<file path="src/rtl/pipe_pkg.sv">
// -----------------------------------------------------------------------------
// pipe_pkg
// Shared definitions for the five-stage CPU inter-stage pipeline registers.
// The control bundle is packed MSB-first as {WB, M, EX}:
//   [18:17] WB : RegWrite, MemtoReg
//   [16:15] M  : MemRead, MemWrite
//   [14:0]  EX : RegDst, ALUSrc, then ALU operation / forwarding selects
// No ports (package only).
// -----------------------------------------------------------------------------
package pipe_pkg;

    localparam int WB_W = 2;
    localparam int M_W  = 2;
    localparam int EX_W = 15;

    localparam int CTRL_W_DEFAULT = WB_W + M_W + EX_W;
    localparam int DATA_W_DEFAULT = 96;
    localparam int CNT_W_DEFAULT  = 16;

    // Field base positions inside the ctrl bundle.
    localparam int EX_LSB = 0;
    localparam int M_LSB  = EX_LSB + EX_W;
    localparam int WB_LSB = M_LSB + M_W;

    // Individual control bits.
    localparam int REGWRITE_BIT = WB_LSB + 1;
    localparam int MEMTOREG_BIT = WB_LSB + 0;
    localparam int MEMREAD_BIT  = M_LSB + 1;
    localparam int MEMWRITE_BIT = M_LSB + 0;
    localparam int REGDST_BIT   = EX_LSB + EX_W - 1;
    localparam int ALUSRC_BIT   = EX_LSB + EX_W - 2;

    // Number of held entries from the two slot valid bits.
    function automatic logic [1:0] slot_count(input logic main_v, input logic skid_v);
        return {1'b0, main_v} + {1'b0, skid_v};
    endfunction

endpackage

</file>
<file path="src/rtl/pipe_slot.sv">
// -----------------------------------------------------------------------------
// pipe_slot
// One pipeline storage entry (valid, ctrl, data).
// Priority: clear > load > unload. Whenever the slot becomes a bubble
// (clear or unload) its ctrl field is zeroed on the same edge; data holds.
// Ports:
//   clk, rst_n          clock, asynchronous active-low reset
//   clear               invalidate the slot (flush)
//   load                capture ld_ctrl / ld_data and mark valid
//   unload              entry consumed; slot becomes a bubble
//   ld_ctrl, ld_data    values captured on load
//   valid, ctrl, data   slot contents
// -----------------------------------------------------------------------------
module pipe_slot #(
    parameter int CTRL_W = 19,
    parameter int DATA_W = 96
) (
    input  logic              clk,
    input  logic              rst_n,
    input  logic              clear,
    input  logic              load,
    input  logic              unload,
    input  logic [CTRL_W-1:0] ld_ctrl,
    input  logic [DATA_W-1:0] ld_data,
    output logic              valid,
    output logic [CTRL_W-1:0] ctrl,
    output logic [DATA_W-1:0] data
);

    // NOTE: state registers use non-blocking assignments so every slot
    // samples the pre-edge values of its neighbours (skid -> main transfer).
    // NOTE: data is reset as well because the stage must present out_data=0
    // during reset; this is a single entry, not a memory array.
    always_ff @(posedge clk or negedge rst_n) begin
        if (!rst_n) begin
            valid <= 1'b0;
            ctrl  <= '0;
            data  <= '0;
        end else if (clear) begin
            valid <= 1'b0;
            ctrl  <= '0;
        end else if (load) begin
            valid <= 1'b1;
            ctrl  <= ld_ctrl;
            data  <= ld_data;
        end else if (unload) begin
            valid <= 1'b0;
            ctrl  <= '0;
        end
    end

endmodule

</file>
<file path="src/rtl/pipe_stage_reg.sv">
// -----------------------------------------------------------------------------
// pipe_stage_reg
// Generic inter-stage pipeline register with valid/ready handshake, flush by
// bubble insertion, ctrl zeroing on bubbles and a saturating stall counter.
// Build option: define PIPE_STAGE_SKID_EN for a two-slot (main + skid)
// version with a registered in_ready; otherwise a single slot with
// in_ready = !out_valid || out_ready.
// Ports:
//   clk, rst_n                   clock, asynchronous active-low reset
//   flush                        kill held entries and any accept this cycle
//   in_valid/in_ready            upstream handshake
//   in_ctrl/in_data              upstream bundles
//   out_valid/out_ready          downstream handshake
//   out_ctrl/out_data            held bundles (ctrl zero when out_valid=0)
//   occupancy                    held entries (0..2 with skid, 0..1 without)
//   stall_cnt                    saturating count of out_valid && !out_ready
// -----------------------------------------------------------------------------
module pipe_stage_reg
    import pipe_pkg::*;
#(
    parameter int DATA_W = DATA_W_DEFAULT,
    parameter int CTRL_W = CTRL_W_DEFAULT,
    parameter int CNT_W  = CNT_W_DEFAULT
) (
    input  logic              clk,
    input  logic              rst_n,
    input  logic              flush,
    input  logic              in_valid,
    output logic              in_ready,
    input  logic [CTRL_W-1:0] in_ctrl,
    input  logic [DATA_W-1:0] in_data,
    output logic              out_valid,
    input  logic              out_ready,
    output logic [CTRL_W-1:0] out_ctrl,
    output logic [DATA_W-1:0] out_data,
    output logic [1:0]        occupancy,
    output logic [CNT_W-1:0]  stall_cnt
);

    logic accept;
    logic drain;
    logic main_valid;

    assign accept    = in_valid && in_ready;
    assign drain     = main_valid && out_ready;
    assign out_valid = main_valid;

`ifdef PIPE_STAGE_SKID_EN

    logic              skid_valid;
    logic [CTRL_W-1:0] skid_ctrl;
    logic [DATA_W-1:0] skid_data;
    logic              skid_load;
    logic              main_load;
    logic [CTRL_W-1:0] main_ld_ctrl;
    logic [DATA_W-1:0] main_ld_data;
    logic              ready_q;

    // NOTE: every signal in this block is given a value on every path, so
    // no latch is inferred.
    always_comb begin
        skid_load    = 1'b0;
        main_load    = 1'b0;
        main_ld_ctrl = in_ctrl;
        main_ld_data = in_data;
        if (skid_valid) begin
            // in_ready is low, so nothing is accepted; a drain promotes skid.
            main_load    = drain;
            main_ld_ctrl = skid_ctrl;
            main_ld_data = skid_data;
        end else begin
            main_load = accept && (!main_valid || drain);
            skid_load = accept && main_valid && !drain;
        end
    end

    pipe_slot #(.CTRL_W(CTRL_W), .DATA_W(DATA_W)) u_main (
        .clk     (clk),
        .rst_n   (rst_n),
        .clear   (flush),
        .load    (main_load),
        .unload  (drain),
        .ld_ctrl (main_ld_ctrl),
        .ld_data (main_ld_data),
        .valid   (main_valid),
        .ctrl    (out_ctrl),
        .data    (out_data)
    );

    pipe_slot #(.CTRL_W(CTRL_W), .DATA_W(DATA_W)) u_skid (
        .clk     (clk),
        .rst_n   (rst_n),
        .clear   (flush),
        .load    (skid_load),
        .unload  (drain),
        .ld_ctrl (in_ctrl),
        .ld_data (in_data),
        .valid   (skid_valid),
        .ctrl    (skid_ctrl),
        .data    (skid_data)
    );

    // Registered ready: mirrors the next-state of !skid_valid. Reset holds it
    // low so upstream sees ready only from the first edge after reset.
    always_ff @(posedge clk or negedge rst_n) begin
        if (!rst_n) begin
            ready_q <= 1'b0;
        end else if (flush) begin
            ready_q <= 1'b1;
        end else begin
            ready_q <= !(skid_load || (skid_valid && !drain));
        end
    end

    assign in_ready  = ready_q;
    assign occupancy = slot_count(main_valid, skid_valid);

`else

    // Combinational path from out_ready: a full slot frees as it drains.
    assign in_ready = !main_valid || out_ready;

    pipe_slot #(.CTRL_W(CTRL_W), .DATA_W(DATA_W)) u_main (
        .clk     (clk),
        .rst_n   (rst_n),
        .clear   (flush),
        .load    (accept),
        .unload  (drain),
        .ld_ctrl (in_ctrl),
        .ld_data (in_data),
        .valid   (main_valid),
        .ctrl    (out_ctrl),
        .data    (out_data)
    );

    assign occupancy = slot_count(main_valid, 1'b0);

`endif

    // Back-pressure counter; only reset clears it, flush leaves it alone.
    always_ff @(posedge clk or negedge rst_n) begin
        if (!rst_n) begin
            stall_cnt <= '0;
        end else if (main_valid && !out_ready && (stall_cnt != {CNT_W{1'b1}})) begin
            stall_cnt <= stall_cnt + 1'b1;
        end
    end

endmodule

</file>
<file path="config.mk">
export PLATFORM = sky130hd
export DESIGN_NAME = pipe_stage_reg
export DESIGN_NICKNAME = d
export VERILOG_FILES = /design/src/rtl/pipe_pkg.sv /design/src/rtl/pipe_slot.sv /design/src/rtl/pipe_stage_reg.sv
export SDC_FILE = /design/constraint.sdc
export NUM_CORES = 1
export LEC_CHECK = 0
export ABC_AREA = 0
export CAP_MARGIN = 20
export CELL_PAD_IN_SITES_DETAIL_PLACEMENT = 1
export CELL_PAD_IN_SITES_GLOBAL_PLACEMENT = 1
export CORE_ASPECT_RATIO = 0.75
export CORE_MARGIN = 2
export CORE_UTILIZATION = 25
export CTS_CLUSTER_DIAMETER = 150
export DETAILED_ROUTE_END_ITERATION = 6
export GPL_ROUTABILITY_DRIVEN = 0
export PLACE_DENSITY_LB_ADDON = 0.2
export SYNTH_ARGS = -nofsm -noshare
export SYNTH_HDL_FRONTEND = slang
export SYNTH_SLANG_ARGS = --single-unit
</file>
<file path="constraint.sdc">
create_clock -name clk -period 3.1 [get_ports clk]
set_clock_uncertainty 0.15 [all_clocks]
set_input_delay 0.62 -clock clk [delete_from_list [all_inputs] [get_ports clk]]
set_output_delay 0.62 -clock clk [all_outputs]
set_load 0.03 [all_outputs]
</file>
* Word level (Yosys, flattened, before mapping)
Cells that the tools add are included.
** Word-level totals
- Input port bits :: 120
- Memories kept :: 0
- Output and inout port bits :: 135
- Memory bits (read-only) :: 0
- Bits in latches :: 0
- Logic and storage cells :: 22
- Bits in writable memories :: 0
- Flip-flop bits (word level) :: 132
** Operators by class
- Bitwise gates (word level) :: 1
- Multiply operators :: 0
- Reductions and logical operators :: 9
- $lt $le $gt $ge :: 0
- Divide/modulo/power cells :: 0
- Eq/ne operators :: 1
- Add/sub/neg operators :: 1
- Shift-type cells :: 0
- Multiplexer cells :: 6
** Operator list (number)
- 2-to-1 mux 19 bit :: 3
- adder 16 x 1 -> 16 bit (second input constant) :: 1
- != test 16 bit (second input constant) :: 1
- logical AND 1 bit :: 4
- 2-to-1 mux 1 bit :: 3
- nonzero test 3 bit :: 1
- logical NOT 1 bit :: 2
- AND reduction 2 bit :: 1
- logical OR 1 bit :: 1
- NOT 1 bit :: 1

* Depth between registers and ports, before layout
Gate-level depths: netlist of run 1.
- Depth in word-level cells :: 5
- Mapped depth :: 5
- Mapped depth without buffers :: 5

* By module
A second synthesis of run 1 with hierarchy kept.
** Unflattened totals
- Cells, all modules :: 372
- Area total of the unflattened synthesis :: 5474.0 µm²
** By module, submodules not included
- pipe_slot :: cells each 292, area an instance 4575.6 µm², instances 1, seq. area each 2902.8 µm²
- pipe_stage_reg :: cells each 80, area an instance 898.4 µm², instances 1, seq. area each 400.4 µm²

* Worst setup path before layout of run 1
No wires, ideal clock.
- Path type :: input to register
- Start :: input out_ready
- End :: register u_main.data[88]
- Data arrival time :: 1.724 ns
- Stages on the path :: 5
- Buffers on the path :: 2
- Required time :: 2.823 ns
- Setup time :: 0.127 ns
- Setup slack :: 1.099 ns
- Cell sequence :: and2b_4 -> nor3b_4 -> buf_4 -> buf_4 -> mux2_1
** Between the ends
- Word-level cells in the longest chain between the ends :: 3
** Ends and longest elaborated chain
- start: declaration :: line pipe_stage_reg.sv:33 : input logic out_ready,
- logical OR 1 bit :: line pipe_stage_reg.sv:121 : assign in_ready = !main_valid || out_ready;
- logical AND 1 bit :: line pipe_stage_reg.sv:44 : assign accept = in_valid && in_ready;
- AND reduction 2 bit (no line)
- end signal: assignment :: line pipe_slot.sv:45 : data <= ld_data;
- end: declaration :: line pipe_slot.sv:27 : output logic [DATA_W-1:0] data
Every way passes these cells.
A chain may end at the register's enable or synchronous reset.

* Worst setup path in the final report of run 1
- Start :: input out_ready
- End :: output in_ready
** Between the ends
- Word-level cells in the longest chain between the ends :: 1
** Ends and longest elaborated chain
- logical OR 1 bit :: line pipe_stage_reg.sv:121
- end: declaration :: line pipe_stage_reg.sv:29 : output logic in_ready,
Every way passes these cells.

==> results of run 1 <==
[sequential cells by signal, summed over array words and instances (netlist names)]
| register | count |
|---|---|
| u_main.ctrl | 19 |
| u_main.valid | 1 |
| u_main.data | 96 |
| stall_cnt | 16 |
[metrics by stage]
stage	hold slack (ns)	instances	setup slack (ns)
after detailed placement	0.328	829	0.224
final	0.335	860	0.226
after global placement	0.318	829	0.231
after CTS	0.341	860	0.220
after floorplan	0.174	328	1.10
after global routing	0.355	860	0.180
[cells by family (layout without fill, tap and decap cells)]
group                      after synthesis  after routing  synth area share
xor gates and xnor gates                12             12            0.0206
and+or+nand+nor                         37             37            0.0441
other                                    1              1          0.000735
adders and majority gates                1              1           0.00245
muxes                                   98             98             0.217
buffers and inverters                   17            291            0.0218
DFF                                    132            132             0.647
AOI/OAI and AO/OA                       30             30            0.0463
[layout make-up]
class / count / share of cell area
sequential: 132 / 0.390
inverter: 2 / 0.000886
clock inverter: 11 / 0.0105
multi-input combinational: 179 / 0.199
timing repair buffer: 259 / 0.309
tap: 258 / 0.0381
clock buffer: 19 / 0.0523
[where the power goes]
part	switching [mW]	internal [mW]
sequential	0.174	1.99
combinational	0.865	0.788
clock	0.738	1.10
[cells in the mapped netlist]
master	number
sky130_fd_sc_hd__a211oi_1	3
sky130_fd_sc_hd__a21oi_1	3
sky130_fd_sc_hd__a21oi_2	1
sky130_fd_sc_hd__a22o_1	19
sky130_fd_sc_hd__a31oi_1	3
sky130_fd_sc_hd__and2b_4	1
sky130_fd_sc_hd__and3_1	1
sky130_fd_sc_hd__and4_1	1
sky130_fd_sc_hd__and4b_1	1
sky130_fd_sc_hd__buf_2	8
sky130_fd_sc_hd__buf_4	4
sky130_fd_sc_hd__buf_6	3
sky130_fd_sc_hd__conb_1	1
sky130_fd_sc_hd__dfrtp_1	132
sky130_fd_sc_hd__ha_1	1
sky130_fd_sc_hd__inv_1	2
sky130_fd_sc_hd__mux2_1	31
sky130_fd_sc_hd__mux2_2	66
sky130_fd_sc_hd__mux2_4	1
sky130_fd_sc_hd__nand2_1	5
sky130_fd_sc_hd__nand3_1	5
sky130_fd_sc_hd__nand4_1	4
sky130_fd_sc_hd__nor2_1	6
sky130_fd_sc_hd__nor2_2	2
sky130_fd_sc_hd__nor2b_1	1
sky130_fd_sc_hd__nor3_1	4
sky130_fd_sc_hd__nor3_4	1
sky130_fd_sc_hd__nor3b_4	1
sky130_fd_sc_hd__nor4_1	3
sky130_fd_sc_hd__o21ai_0	1
sky130_fd_sc_hd__or2_1	1
sky130_fd_sc_hd__xnor2_1	1
sky130_fd_sc_hd__xor2_1	11
[metal layers]
| layer | vias to the layer above | GRT usage | share of wire |
|---|---|---|---|
| met4 | 0 | 0.0442 | 0.010 |
| met3 | 14 | 0.0726 | 0.11 |
| met5 | - | 0 | 0 |
| met2 | 162 | 0.209 | 0.45 |
| li1 | 1700 | - | - |
| met1 | 1870 | 0.176 | 0.44 |
[worst max path at each step]
stage	from	end	slack [ns]	cells after the start
floorplan	out_ready	u_main.data[88]	1.10	5
global placement	out_ready	in_ready	0.23	4
detailed placement	out_ready	in_ready	0.22	4
CTS	out_ready	in_ready	0.22	4
global route	out_ready	in_ready	0.18	4
finish	out_ready	in_ready	0.23	4
==> impl.org, run 1 <==
** Status
- The flow ran to the end, and the final reports show no timing, DRC or antenna violations.

** Worst setup path
- Worst EP arrival :: between 2 and 2.5 ns
- R2R Setup Slk :: roughly 1.2 ns
- Cells along the critical path :: clkdlybuf4s50_1 > and2b_4 > inv_1 > clkdlybuf4s50_1
- The startpoint identified for the worst register-to-register timing path is stall_cnt[0].
- End of the worst register-to-register path :: stall_cnt[1]
- Cell family with the largest share of critical-path delay :: buffers and inverters
- Category of the worst setup path launch point :: primary input
- In this run the worst path has a maximum fanout of 6.
- Number of cell instances on the worst register-to-register path :: 5
- Crit path capture type :: primary output
- Required @ worst endpoint :: 2.33 ns
- Worst setup path category :: in -> out
- CP max-delay cell :: sky130_fd_sc_hd__clkdlybuf4s50_1
- The largest single stage delay on the critical path is 0.69 ns.
- The cell that appears most often on the critical path is sky130_fd_sc_hd__clkdlybuf4s50_1.
- Counting both buffers and inverters, the worst setup path holds a total of 3.

** Routing
- The first TritonRoute pass finished after 4 iterations.
- Summed over all layers, the routed wires come to 14800 um.
- In the final routed layout, each cell accounts on average for between 15 and 20 um.
- After detailed routing, the number of remaining DRC violations is 0.
- The routed layout has approximately 3700 vias.
- Number of DRC markers in iteration 0 :: about 140
- Using the TritonRoute via totals, the vias-per-cell ratio works out to 4.36.
- Post-route ant nets :: 0

** Min path
- Endpoint, Worst Hold :: u_main.data[71]
- Counting instances, the worst hold path has a depth of 1.
- The worst hold path begins at u_main.data[71].
- The path class of the tightest hold or removal check is reg -> reg.

** Final layout
- Area overhead of the layout relative to synthesis :: 66.0%
- Post-Route Utilization :: 0.420
- Final standard cell area without fillers :: around 0.0085 mm2
- Diode count :: 0
- Commonest cells after routing, fill and taps aside :: 252 x sky130_fd_sc_hd__clkdlybuf4s50_1, 132 x sky130_fd_sc_hd__dfrtp_1, 66 x sky130_fd_sc_hd__mux2_2
- Area of combinational cells with multiple inputs :: approximately 0.0017 mm2
- The net count of the finished layout is around 700.
- Leaving out fill and tap cells, the most frequent cell in the layout is sky130_fd_sc_hd__clkdlybuf4s50_1.
- Fraction of layout cells with a size suffix above 1 :: 0.179
- Registers take 0.00330 mm2.
- The filler cells instantiated in the layout total approximately 2100.

** GRT
- Remaining Overflow, GRT :: 0
- Global-route wire length before repair :: ~23000 um
- Largest net degree at the start of global routing :: between 60 and 70
- Number of global-route vias before repair :: roughly 4100
- The initial antenna violation count is 0.
- For this run, the total global-route usage over all layers was measured as 0.140.

** Yosys
- Post-synthesis net count :: approximately 450
- Count of unique library cells instantiated by Yosys :: 33
- In the synthesized netlist, the number of instances is approximately 330.
- Of the synthesized area, sequential elements account for 0.647.
- Leading area contributor after synthesis :: sky130_fd_sc_hd__dfrtp_1
- The share of synthesized area in the top cell type comes to 0.647.
- Post-synthesis sequential element count :: between 100 and 150
- In the post-synthesis netlist, the biggest area contributors are sky130_fd_sc_hd__dfrtp_1 65%, sky130_fd_sc_hd__mux2_2 15%, sky130_fd_sc_hd__mux2_1 6.8%, sky130_fd_sc_hd__a22o_1 3.3%, sky130_fd_sc_hd__xor2_1 1.9%.
- Mean post-synth cell area :: 15.6 um2
- During synthesis, Yosys emitted a total of 0 warnings.
- Post-Synthesis Cell Area :: 0.00510 mm2

** Floorplanning
- The floorplan step defined a core boundary enclosing between 0.02 and 0.025 mm2.
- Overall die width :: 169 um
- Area of the die :: between 0.02 and 0.025 mm2
- Top-Level Pins :: ~260
- From bottom edge to top edge, the die measures 128 um.
- After floorplanning, the core was divided into 45 placement rows.
- For this configuration, the core starts out at a cell density of 0.253.

** Placement
- In this run the cell area measured after placement is roughly 0.008 mm2.
- Detailed Place HPWL :: 10500 um
- In this run the tool buffered the top-level ports with around 250 buffer cells.

** Clock tree
- Deepest clock path buffer count :: 2
- After clock tree synthesis, the clock-pin slew on the worst setup and hold paths is around 0.050 ns.
- Number of levels in the clock H-tree :: 4
- TritonCTS created 17 clock buffers.
- Number of buffers added to fix hold violations after cts :: 1
- The tree is rooted in a sky130_fd_sc_hd__clkbuf_16.
- CTS tree :: yes
- Clock latency on the worst-skew pair, taken at its later pin, is slightly above 0.4 ns.
- In this run, post-CTS repair resized a total of 0 instances.
- CTS sink count :: between 100 and 150
- Setup bufs post-CTS :: 0

** Timing
- Setup repair after global routing left no endpoint under its margin.
- Crit path time final :: 2.87 ns
- The count of final hold-check violations was 0.
- Transition at the pin with the smallest max-transition slack :: 1.00 ns
- Final clock period utilization by the worst path :: 0.927
- Based on the critical path, the design can be clocked at up to between 300 and 400 MHz.
- The number of pins with negative max-slew slack in the final report was 0.
- Final number of setup-violating endpoints :: 0
- The worst pin sits at a relative slew slack of 0.329.
- Sum of negative setup slack :: 0 ns

** Power
- Leakage :: ~3.5 nW
- Across the VDD grid, the largest voltage drop is a little over 0.3 mV.
- Summing internal, switching and leakage power gives around 5.7 mW.
- Power density relative to cell area :: between 600 and 700 mW/mm2

** Job
- Maxcap violations :: 0
(Power assumes the default switching activity.)
==> run 2, diff against run 1 <==
--- a/config.mk
+++ b/config.mk
@@ -14,6 +14,7 @@
 export CORE_UTILIZATION = 25
 export CTS_CLUSTER_DIAMETER = 150
 export DETAILED_ROUTE_END_ITERATION = 6
+export DONT_BUFFER_PORTS = 1
 export GPL_ROUTABILITY_DRIVEN = 0
 export PLACE_DENSITY_LB_ADDON = 0.2
 export SYNTH_ARGS = -nofsm -noshare
==> impl.org, run 2 (synthesis results as in run 1) <==
** Worst setup path
- Required @ worst endpoint :: approximately 3.2 ns
- The signal on the critical path passes through and2b_4 > nor3b_4 > buf_12 > mux2_2.
- Crit-path max FO :: about 120
- The critical path in this run is classified as reg -> reg.
- On the worst path, the slowest cell contributes a delay of between 0.6 and 0.7 ns.
- STA puts the critical path data arrival time at between 2 and 3 ns.
- End of the worst register-to-register path :: u_main.data[27]
- STA classifies the critical path startpoint as a flip-flop.
- The worst register-to-register path has a setup slack of ~0.64 ns.
- Reg-to-Reg Start :: u_main.valid
- CP max-delay cell :: sky130_fd_sc_hd__dfrtp_1
- Crit path capture type :: flip-flop
- Measured in cells, the most critical reg-to-reg path has a length of 4.

** Routing
- Using the TritonRoute via totals, the vias-per-cell ratio works out to 4.60.
- Once detail routing completed, the nets flagged for antenna violations numbered 0.
- First-pass DRT Iterations :: 4
- Per-cell routed wire length :: roughly 19 um
- Detailed routing inserted a total of 2784 vias.
- Wires add up to 11600 um.
- For this run, design rule violations remaining after detail routing come to 0.
- Number of DRC markers in iteration 0 :: 92

** Final layout
- In the final layout, the share of cells above drive strength 1 is 0.305.
- Fill cells in the final layout number 2097.
- Summing all non-filler instances in the final layout gives an area of roughly 0.0060 mm2.
- In the final design database the tool counted roughly 460 nets.
- Most common cell after layout, fill and taps aside :: sky130_fd_sc_hd__dfrtp_1
- 0 antenna diodes ended up in the layout.
- Area overhead of the layout relative to synthesis :: 16.7%
- Cell Count, Final, Fillers Out :: between 600 and 700
- Largest register by flop count :: u_main.data
- The top cell types in the final layout, fill and taps aside, are 132 x sky130_fd_sc_hd__dfrtp_1, 66 x sky130_fd_sc_hd__mux2_2, 31 x sky130_fd_sc_hd__mux2_1.
- Largest registers :: u_main.data (96), u_main.ctrl (19), stall_cnt (16)
- Number of flip-flops in the largest register :: 96

** Floorplanning
- Die outline height :: between 100 and 150 um
- Top-Level Pins :: approximately 260
- The die is roughly 170 um wide.
- The initialized floorplan defines 45 standard-cell rows.
- Initial core utilization :: 0.253
- Area of the die :: 0.0216 mm2
- Placeable Area :: 0.0202 mm2

** Clock tree
- Setup bufs post-CTS :: 0
- Clock-pin transition on the worst setup and hold timing paths :: approximately 0.070 ns
- The clock tree synthesis step divided the H-tree into 4 levels.
- Clock latency on the worst-skew pair :: slightly above 0.4 ns
- Clock tree synthesis selected as its root buffer the cell sky130_fd_sc_hd__clkbuf_16.
- The clock net in this run drives a total of about 130 sinks.
- Buffers inserted during clock tree synthesis total 17.
- In this run the deepest clock path goes through 2 buffers.
- CTS tree :: yes
- After clock tree synthesis, the repair step resized 0 gates.

** Timing
- RSZ-0062 raised after global routing :: false
- Crit path setup slack, layout :: around 0.64 ns
- Hold slack final :: -0.252 ns
- Final Max Tran Viols :: 0
- At the pin with the least slew margin, the transition time is ~0.63 ns.
- Final number of setup-violating endpoints :: 0
- Final clock period utilization by the worst path :: 0.794
- The count of final hold-check violations is around 130.
- For the final routed database, the setup TNS stands at 0 ns.
- For this run, the top clock speed supported by timing is between 400 and 500 MHz.
- Crit path time final :: roughly 2.5 ns
- Worst relative slew slack :: 0.577

** GRT
- Remaining Overflow, GRT :: 0
- Global-route wire length before repair :: about 17000 um
- Antenna violations before repair :: 0
- Entering global routing, the biggest net connects 133 pins.
- Number of global-route vias before repair :: around 3000
- For this run, the total global-route usage over all layers was measured as 0.108.

** Min path
- Path category of the worst min-delay check :: in -> async

** Power
- Power density relative to cell area :: between 800 and 900 mW/mm2
- Part of the power in combinational logic :: 0.066
- Power spent charging and discharging nets :: roughly 1.7 mW
- Worst-case vdd ir drop :: ~0.28 mV
- Relative contribution of the clock network to total power :: 0.399
- Total power for the finished layout comes to slightly above 5 mW.
- Net switching share of the total power :: 0.328
- The internal portion of the total power is between 3 and 4 mW.
- Leakage :: 2.56 nW
- Of the total power, registers draw 0.535.

** Status
- The run finished, with violations left.
- The checks that failed: hold timing.

** Placement
- Detailed Place HPWL :: between 7000 and 8000 um
- Port buffering added 0 buffers.
- Setup WS pre-CTS :: between 0.6 and 0.7 ns
- Placed instance count :: 573
- The placed instances occupy a cell area of 0.00535 mm2.

** Job
- The tool flagged a number of max-cap violations equal to 0.
-- run 2: worst max path at each step --
| stage | from | to | slack (ns) | cells past startpoint |
|---|---|---|---|---|
| after CTS | u_main.valid | in_ready | 0.63 | 2 |
| final | u_main.valid | u_main.data[27] | 0.64 | 4 |
| after global routing | u_main.valid | u_main.data[86] | 0.56 | 4 |
| after detailed placement | u_main.valid | u_main.data[7] | 0.66 | 4 |
| after floorplan | out_ready | u_main.data[88] | 1.10 | 5 |
| after global placement | u_main.valid | u_main.data[50] | 0.76 | 4 |
-- run 2: area by class of cell --
cell class              instances  area (um2)  area share
clock buffers                  18         429      0.0720
clock inverters                14         176      0.0296
inverters                       2        7.51     0.00126
multi-input cells             179        1690       0.284
flip-flops and latches        132        3300       0.555
well taps                     258         323      0.0542
repair buffers                  2        27.5     0.00462
-- run 2: power by group through the flow --
| stage | registers (mW) | logic (mW) | clock network (mW) |
|---|---|---|---|
| global route | 2.80 | 0.380 | 2.21 |
| finish | 2.76 | 0.339 | 2.06 |
| CTS | 2.77 | 0.347 | 2.13 |
| floorplan | 2.71 | 0.305 | 0 |
| detailed placement | 2.79 | 0.349 | 0 |
| global placement | 2.80 | 0.326 | 0 |
-- run 2: metal layers --
metal  wire [um]  global-route usage
met1        4660               0.121
met2        5530               0.170
met3        1270              0.0608
met4         179              0.0437
met5           0                   0
-- run 2: critical path: cells and delay by family (launching register included) --
family	cells	cell delay, ns
and+or+nand+nor	2	0.56
DFF	1	0.63
buffers and inverters	1	0.48
muxes	1	0.40
-- run 2: through the flow --
stage / hold slack [ns] / utilization
floorplan: 0.174 / -
global placement: 0.177 / 0.265
detailed placement: 0.178 / 0.265
CTS: -0.282 / 0.296
global route: -0.290 / 0.296
finish: -0.252 / 0.296
